### src/rtl/ste_avg_bcd_conv.sv
// rtl/ste_avg_bcd_conv.sv - sequential double-dabble binary-to-BCD converter with one-deep pending buffer
module ste_avg_bcd_conv #(
    parameter int DATA_W = 16,
    parameter int DIGITS = 5
) (
    input  logic                  clk,
    input  logic                  rst_n,
    input  logic [DATA_W-1:0]     din_i,
    input  logic                  din_update_i,
    input  logic                  clr_i,
    output logic [4*DIGITS-1:0]   bcd_o,
    output logic                  bcd_update_o,
    output logic                  busy_o,
    output logic                  overrun_o
);
    localparam int BW = 4 * DIGITS;
    localparam int CW = $clog2(DATA_W + 1);

    function automatic longint pow10(input int n);
        longint p;
        p = 1;
        for (int i = 0; i < n; i++) p = p * 10;
        return p;
    endfunction

    localparam longint MAX_IN = (longint'(1) << DATA_W) - 1;

    generate
        if (pow10(DIGITS) <= MAX_IN) begin : g_digits_too_few
            $error("ste_avg_bcd_conv: DIGITS too small for DATA_W");
        end
    endgenerate

    typedef enum logic [1:0] {S_IDLE, S_SHIFT, S_DONE} state_t;

    state_t              r_state, w_state_nxt;
    logic [DATA_W-1:0]   r_bin, r_pend, w_load_val;
    logic [BW-1:0]       r_acc, w_acc_adj, r_bcd;
    logic [CW-1:0]       r_cnt;
    logic                r_pend_v, w_pend_v_nxt, w_pend_wr, w_load, w_ovr_set;
    logic                r_bcd_upd, r_busy, r_overrun;

    // Per-digit add-3 correction; each nibble is independent, no carry between digits
    always_comb begin
        w_acc_adj = r_acc;
        for (int d = 0; d < DIGITS; d++) begin
            if (r_acc[4*d +: 4] >= 4'd5)
                w_acc_adj[4*d +: 4] = r_acc[4*d +: 4] + 4'd3;
        end
    end

    always_comb begin
        w_state_nxt  = r_state;
        w_load       = 1'b0;
        w_load_val   = din_i;
        w_pend_v_nxt = r_pend_v;
        w_pend_wr    = 1'b0;
        w_ovr_set    = 1'b0;
        case (r_state)
            S_IDLE: begin
                if (r_pend_v) begin
                    w_load       = 1'b1;
                    w_load_val   = r_pend;
                    w_pend_v_nxt = din_update_i;
                    w_pend_wr    = din_update_i;
                    w_state_nxt  = S_SHIFT;
                end else if (din_update_i) begin
                    w_load      = 1'b1;
                    w_state_nxt = S_SHIFT;
                end
            end
            S_SHIFT: if (r_cnt == CW'(1)) w_state_nxt = S_DONE;
            S_DONE:  w_state_nxt = S_IDLE;
            default: w_state_nxt = S_IDLE;
        endcase
        // Samples arriving mid-conversion park in pending; newest one wins
        if (r_state != S_IDLE && din_update_i) begin
            w_pend_wr    = 1'b1;
            w_pend_v_nxt = 1'b1;
            w_ovr_set    = r_pend_v;
        end
    end

    always_ff @(posedge clk) begin
        if (!rst_n || clr_i) begin
            r_state   <= S_IDLE;
            r_bin     <= '0;
            r_acc     <= '0;
            r_cnt     <= '0;
            r_pend    <= '0;
            r_pend_v  <= 1'b0;
            r_bcd     <= '0;
            r_bcd_upd <= 1'b0;
            r_busy    <= 1'b0;
            r_overrun <= 1'b0;
        end else begin
            r_state   <= w_state_nxt;
            r_pend_v  <= w_pend_v_nxt;
            r_overrun <= r_overrun | w_ovr_set;
            r_busy    <= (w_state_nxt != S_IDLE) | w_pend_v_nxt;
            r_bcd_upd <= (r_state == S_DONE);
            if (w_pend_wr)
                r_pend <= din_i;
            if (r_state == S_DONE)
                r_bcd <= r_acc;
            if (w_load) begin
                r_bin <= w_load_val;
                r_acc <= '0;
                r_cnt <= CW'(DATA_W);
            end else if (r_state == S_SHIFT) begin
                {r_acc, r_bin} <= {w_acc_adj, r_bin} << 1;
                r_cnt          <= r_cnt - CW'(1);
            end
        end
    end

    assign bcd_o        = r_bcd;
    assign bcd_update_o = r_bcd_upd;
    assign busy_o       = r_busy;
    assign overrun_o    = r_overrun;
endmodule

### config.mk
export PLATFORM = sky130hd
export DESIGN_NAME = ste_avg_bcd_conv
export DESIGN_NICKNAME = d
export VERILOG_FILES = /design/src/rtl/ste_avg_bcd_conv.sv
export SDC_FILE = /design/constraint.sdc
export NUM_CORES = 1
export LEC_CHECK = 0
export CORE_MARGIN = 3
export CORE_UTILIZATION = 23
export DETAILED_ROUTE_END_ITERATION = 10
export PLACE_DENSITY = 0.45
export SLEW_MARGIN = 25
export SYNTH_ARGS = -nofsm -noshare
export SYNTH_HDL_FRONTEND = slang
export SYNTH_SLANG_ARGS = --single-unit
### constraint.sdc
create_clock -name clk -period 2.75 [get_ports clk]
set_input_delay 0.825 -clock clk [delete_from_list [all_inputs] [get_ports clk]]
set_output_delay 0.825 -clock clk [all_outputs]
set_load 0.05 [all_outputs]
==> results.txt, run 1 <==
dfxtp_1 takes more of the synthesized area than any other cell. Relative max-transition margin: 0.569. The global routing stage identified its most utilized layer as met2. The vertical die dimension is 135 um, and the initial antenna violation count is 0. Global routing finished with a remaining overflow of 0. The post-CTS repair timing setup buffer count came out at 0. Broken down by cell family, the worst path's largest delay share belongs to buffers and inverters.

The final period utilization works out to 0.839. Yosys printed 0 warnings. The cell-internal power came out at 1.93 mW. The slew at the pin closest to its max-slew limit works out to 0.646 ns. Summed over all cells, the static leakage comes to 1.45 nW. The worst hold path belongs to the class reg -> reg. The number of buffers and inverters on the critical path is 1, and the count of unresolved DRC violations after routing is 0. The library cell contributing the largest single delay on the critical path is clkdlybuf4s50_1.

The run gives 0 as the number of gates resized after CTS. The utilization after layout was 0.290; the worst voltage drop across the vdd grid was 0.000280 V. The max-slew violation count was 0. The kind of critical path is reg -> out. The run gives 0.131 as the global-route track usage on met1.

The critical path goes through clkdlybuf4s50_1. In this run the worst path has a maximum fanout of 2. The number of nets in the layout came out at 528. Entering global routing, the biggest net connects 60 pins.

STA classifies the critical path startpoint as a flip-flop. The number of vias per cell after detailed routing works out to 4.47. The number of flops mapped to enable cells by yosys is 0. 0 antenna diodes ended up in the layout. The flow ran to the end, and the final reports show no timing, DRC or antenna violations.

Max-cap violations in this run came to 0. Routing usage on met2: 0.157. In this run the remaining antenna-violating nets after routing total 0.

The run gives 5790 um as the HPWL after detailed placement. The switching part of the total power came out at 0.235. Measured along the x axis, the die boundary spans 135 um. The clock transition time at the flip-flop clock pins of the worst setup and hold paths works out to 0.06 ns.

CTS placed an instance of clkbuf_16 at the clock tree root. The critical path data required time came out at 1.93 ns. The proportion of layout cells with a drive suffix above 1 was 0.0740; the number of hold buffers added after CTS was 0. The tools report the sequential power share as 0.490. The run gives 0.433 as the register area share after synthesis. The hold violation total from the final report is 0. Data on the critical path arrives at its endpoint at 1.48 ns. For this run, the detailed router's first-pass iteration total came to 4.

For the part of the total power dissipated in combinational logic, the log shows 0.074. Summing over every cut layer, the via total after detailed routing is 3200. For the number of top-level design ports, the log shows 43.

The detailed router's first-iteration violation count is 240. Total routing resource utilization after global routing: 0.0993. The run gives 0.34 ns as the clock insertion delay at the later pin of the skew report. Ranked by total cell area, the synthesized netlist is headed by dfxtp_1, nand2_1, a21oi_1.

Counting along the longest clock path gives a buffer depth of 2. The clock network fraction of design power came out at 0.436. The logs give 3830 um^2 for the area of the mapped netlist and 46 for the placement row count. The total die area is 18300 um^2, and the area of the placeable core is 16100 um^2. Dividing the detail-routed wire length by the instance count gives 12.2 um. Synthesis handed over a netlist of 470 instances. Port buffering added 42 buffers. The run gives 9 as the TritonCTS buffer count. Setup repair after global routing left no endpoint under its margin. Across the routed clock network, the largest skew measured is 0.00501 ns. The proportion of synthesized flip-flops having asynchronous set or reset is 0, and the total negative setup slack is 0 ns. nand2_1 is the most common cell in the netlist. Area share of the leading cell type in the synthesized netlist: 0.433.

The first global-routing pass estimated 14700 um of wire. Routability-driven placement finished with a final weighted congestion of 0.744. The number of different library cells used by synthesis comes to 38.

Counting every net in the synthesized netlist gives 502. Counting instances in the post-synthesis netlist gives the leading cell types as nand2_1, dfxtp_1, a21oi_1. In this run the power density over the cells is 539 nW/um^2.

The tools report the met3 track utilization from global routing as 0.0287. For the via count of the first global-routing pass, the log shows 3028. Total wire length: 8770 um.

The run gives 0.238 as the effective utilization at floorplan. TritonCTS built the clock tree. Derived from the worst setup path, the maximum achievable clock frequency is 434 MHz. The category of the worst setup path capture point was a primary output. For this run, the leading register cell type out of synthesis is dfxtp_1. The biggest cell delay along the critical path came out at 0.80 ns. A synthesized cell averages 8.16 um^2.

The final critical delay including setup and external delays was 2.31 ns; the signed area change from the synthesized netlist to the final layout was 22.1%. The clock net in this run drives a total of 83 sinks. In this run the power spent charging and discharging nets is 0.593 mW.

The H-tree depth reported by CTS came out at 3. Setup violations remaining at the end of the flow were counted as 0. Synthesis inferred 83 register bits.
-- cell families after synthesis --
kind of cell / Yosys count / share of synthesized area
compound gates: 132 / 0.227
xor+xnor: 3 / 0.00686
fa+ha+maj: 12 / 0.0392
buf+inv: 54 / 0.0685
flops: 83 / 0.433
mux: 6 / 0.0170
simple gates: 180 / 0.208
-- cells in the final DEF, fill, tap and decap left out, types with 4 or more instances in the layout --
master,netlist,final
nand2_1,101,101
dfxtp_1,83,83
a21oi_1,58,58
clkdlybuf4s50_1,0,42
nor2_1,37,37
a211oi_1,28,28
inv_1,17,17
o21ai_0,12,12
ha_1,12,12
nor2b_1,10,9
clkbuf_16,0,9
buf_4,6,9
nor3_1,8,8
a311oi_1,8,8
nand2b_1,8,7
a31oi_1,6,6
nand3_1,6,6
a221oi_1,5,5
a41oi_1,5,5
nor3b_1,4,4
mux2_2,4,4
-- stage by stage --
stage	instances	power, mW	hold WS [ns]	area, um^2	worst slack, ns
4_1_cts	716	2.57	0.455	4680	0.419
5_1_grt	716	2.64	0.472	4680	0.386
3_3_place_gp	701	1.45	0.443	4420	0.364
3_5_place_dp	701	1.45	0.447	4420	0.320
6_report	716	2.52	0.450	4680	0.444
2_1_floorplan	470	1.39	0.432	3830	0.929
-- path summary, 6_finish.rpt --
kind / startpoint / end / slack (ns) / cells after the start
setup / recovery: overrun_o$_SDFF_PP0_ / overrun_o / 0.44 / 1
hold / removal: bcd_o[12]$_SDFFE_PP0P_ / bcd_o[12]$_SDFFE_PP0P_ / 0.45 / 2
setup reg to reg: r_state[0]$_SDFF_PP0_ / r_bin[13]$_SDFFE_PP0P_ / 0.89 / 5
hold reg to reg: bcd_o[12]$_SDFFE_PP0P_ / bcd_o[12]$_SDFFE_PP0P_ / 0.45 / 2
-- tightest hold or removal path, stage by stage (launching register included) --
cell and delay (ns):
dfxtp_1 0.30, nand2_1 0.05, a21oi_1 0.05
-- layout make-up --
type | instances | area, um^2
fill | 1734 | 11400
multi-input combinational | 333 | 1910
sequential | 83 | 1660
timing repair buffer | 52 | 508
tap | 216 | 270
clock buffer | 13 | 250
inverter | 17 | 63.8
clock inverter | 2 | 12.5
-- state kept, by name, indices dropped and copies added (netlist names) --
signal	cells
bcd_o	20
r_acc	20
r_bin	16
r_pend	16
r_cnt	5
r_state	2
bcd_update_o	1
busy_o	1
overrun_o	1
r_pend_v	1
-- routing by layer --
layer / up-vias / wire length (um)
met4: 0 / 95
met3: 8 / 329
met2: 50 / 3970
met1: 1472 / 4370
li1: 1670 / -
met5: - / 0
-- power by group through the flow --
stage	registers, mW	clock network, mW	logic, mW
4_1_cts	1.24	1.15	0.191
3_3_place_gp	1.26	0	0.188
2_1_floorplan	1.26	0	0.127
3_5_place_dp	1.26	0	0.190
6_report	1.24	1.10	0.187
5_1_grt	1.24	1.19	0.211
(Power assumes the default switching activity.)
==> run 2, diff against run 1 <==
--- a/config.mk
+++ b/config.mk
@@ -8,7 +8,7 @@
 export CORE_MARGIN = 3
 export CORE_UTILIZATION = 23
 export DETAILED_ROUTE_END_ITERATION = 10
-export PLACE_DENSITY = 0.45
+export PLACE_DENSITY = 0.47
 export SLEW_MARGIN = 25
 export SYNTH_ARGS = -nofsm -noshare
 export SYNTH_HDL_FRONTEND = slang
==> constraint.sdc (replaced) <==
create_clock -name clk -period 2.01 [get_ports clk]
set_input_delay 0.603 -clock clk [delete_from_list [all_inputs] [get_ports clk]]
set_output_delay 0.603 -clock clk [all_outputs]
set_load 0.05 [all_outputs]
==> results.txt, run 2 (same netlist as run 1, synthesis figures left out) <==
The total power per unit cell area was 766 nW/um^2 (+42%); the total number of clock tree sinks was 83 (unchanged). The total of endpoints with negative setup slack in the final report came out at 0 (unchanged). Leaving out fill and tap cells, the most frequent cells in the layout are nand2_1, dfxtp_1, a21oi_1. The vertical die dimension was 135 um (unchanged). The smallest clock period supported by the final layout is computed as 1.68 ns. The overflow left after global routing was 0 (unchanged). The library cell used most frequently in the layout, excluding fill and tap cells, is nand2_1. The biggest cell delay along the critical path is 0.65 ns (-0.15 ns). From synthesis to final layout, the design area changed by 25.1%. The final period utilization was 0.836; the maximum fanout encountered on the critical timing path was 17 (+15).

The clock transition time at the flip-flop clock pins of the worst setup and hold paths is 0.06 ns (about the same), and the proportion of layout cells with a drive suffix above 1 is 0.143 (+0.0689). The number of nets in the layout is 539 (+2.1%). The total wire length was 8710 um (-0.65%); the number of input and output port buffers inserted was 42 (unchanged).

The number of hold buffers added after CTS was 0 (unchanged); the final weighted congestion of routability-driven global placement was 0.799 (+7.4%). The effective utilization at floorplan came out at 0.238 (unchanged). Walking the worst path, the cells encountered are nand2b_4, buf_4, a2111oi_2, a41oi_1, a21oi_1. The count of unresolved DRC violations after routing was 0 (unchanged). The run finished with clean final reports.

The first-pass GRT wire length was 15000 um (+2.4%). For the placement row count, the log shows 46 (unchanged). The total iterations of the first detailed-routing run is 4 (unchanged), and the hold violation total from the final report is 0 (unchanged). The max-slew violation count is 0 (unchanged), and the slew at the pin closest to its max-slew limit is 0.533 ns (-0.113 ns).

The critical path is of the reg -> reg type. The via count of the first global-routing pass is 3165 (+4.5%). The largest individual stage delay along the critical path comes from the cell dfxtp_1. The tools report the HPWL after detailed placement as 5950 um (+2.6%).

For the maximum clock insertion buffer count, the log shows 2 (unchanged). The TritonCTS buffer count is 9 (unchanged), and the setup clock skew after layout is 0.00561 ns (+0.000599 ns). The tools report the post-CTS repair timing setup buffer count as 0 (unchanged). Among cell families on the critical path, the largest total delay comes from flip-flops.

The number of gates resized after CTS was 0 (unchanged). The tree is rooted in a clkbuf_16. The initial antenna violation count came out at 0 (unchanged). The worst voltage drop across the vdd grid was 0.000374 V (+34%); the maximum clock rate was 595 MHz.

The run gives 0.644 (+0.0752) as the relative max-transition margin. The launching element type of the critical path was a flip-flop. The logs give 43 (unchanged) for the number of top-level design ports and 4790 um^2 (+2.4%) for the final instance area. The tools report the detailed router's first-iteration violation count as 168 (-30%). The area of the placeable core was 16100 um^2 (unchanged). The static power due to leakage came out at 1.59 nW (+9.9%). Worst min-delay path class: reg -> reg. The run gives 0 (unchanged) as the number of max-cap violations. The total vias in the final route is 3220 (+0.63%). TritonCTS built the clock tree.

The total die area came out at 18300 um^2 (unchanged). The number of buffers and inverters on the critical path is 1 (unchanged), and the final antenna-violating net count is 0 (unchanged). STA classifies the critical path endpoint as a flip-flop. The number of antenna diodes is 0 (unchanged).

The largest net degree at the start of global routing is 60 (unchanged), and the total routing resource utilization after global routing is 0.101 (+0.00154). The wire length per cell after detailed routing is 12.0 um (-2.2%). Setup repair after global routing left no endpoint under its margin. The total negative setup slack is 0 ns (unchanged), and the cell area reported after detailed placement is 4480 um^2 (+1.4%). The number of vias per cell after detailed routing works out to 4.43 (-0.90%). The clock insertion delay at the later pin of the skew report is 0.33 ns (about the same), and the H-tree depth reported by CTS is 3 (unchanged).

The signal arrival time at the worst endpoint is 1.89 ns (+0.41 ns), and the width of the chip is 135 um (unchanged). The run gives 2.22 ns (+0.29 ns) as the critical path data required time.
==> run 2: cell types whose count changed in the layout (fill, tap and decap cells not counted) <==
cell / previous run / this run
bufinv_16: 0 / 1
clkbuf_1: 3 / 1
clkinvlp_4: 1 / 0
buf_12: 1 / 4
buf_4: 9 / 40
clkdlybuf4s50_1: 42 / 19
clkbuf_8: 1 / 4
clkinv_2: 1 / 0
==> run 2: tightest hold or removal path: stages, from the launching register on <==
cell     delay, ns
dfxtp_1       0.30
nand2_1       0.05
a21oi_1       0.05
==> run 2: power by group <==
part / total [mW] / switching, mW / internal, mW / leakage, nW
Clock: 1.70 / 0.613 / 1.09 / 0.155
Sequential: 1.69 / 0.0207 / 1.67 / 0.671
Combinational: 0.276 / 0.153 / 0.124 / 0.767
Total: 3.67 / 0.786 / 2.89 / 1.59
==> run 2: stage by stage <==
stage,setup slack (ns),power (mW),instances,hold WS (ns),utilization
final,0.329,3.67,727,0.453,0.298
after detailed placement,0.0229,2.01,712,0.448,0.278
after floorplan,0.411,1.90,470,0.432,-
after CTS,0.292,3.75,727,0.457,0.298
after global placement,0.0552,2.01,712,0.445,0.278
after global routing,0.156,3.84,727,0.469,0.298
==> run 2: worst paths after layout <==
path | startpoint | endpoint | slack (ns) | cells after the start
max reg2reg | r_state[1]$_SDFF_PP0_ | r_acc[13]$_SDFFE_PP0P_ | 0.33 | 5
min reg2reg | bcd_o[13]$_SDFFE_PP0P_ | bcd_o[13]$_SDFFE_PP0P_ | 0.45 | 2
min | bcd_o[13]$_SDFFE_PP0P_ | bcd_o[13]$_SDFFE_PP0P_ | 0.45 | 2
max | r_state[1]$_SDFF_PP0_ | r_acc[13]$_SDFFE_PP0P_ | 0.33 | 5
==> run 2: layer usage <==
metal	part of all wire	wire length, um	global-route usage
met1	0.48	4220	0.127
met2	0.46	3980	0.166
met3	0.047	411	0.0309
met4	0.012	102	0.0297
met5	0	0	0
==> run 2: area by class of cell <==
class                           instances  area (um^2)
Tap cell                              216          270
Timing Repair Buffer                   63          571
Inverter                               17         63.8
Fill cell                            1743        11300
Clock buffer                           14          284
Clock inverter                          1         30.0
Multi-Input combinational cell        333         1910
Sequential cell                        83         1660
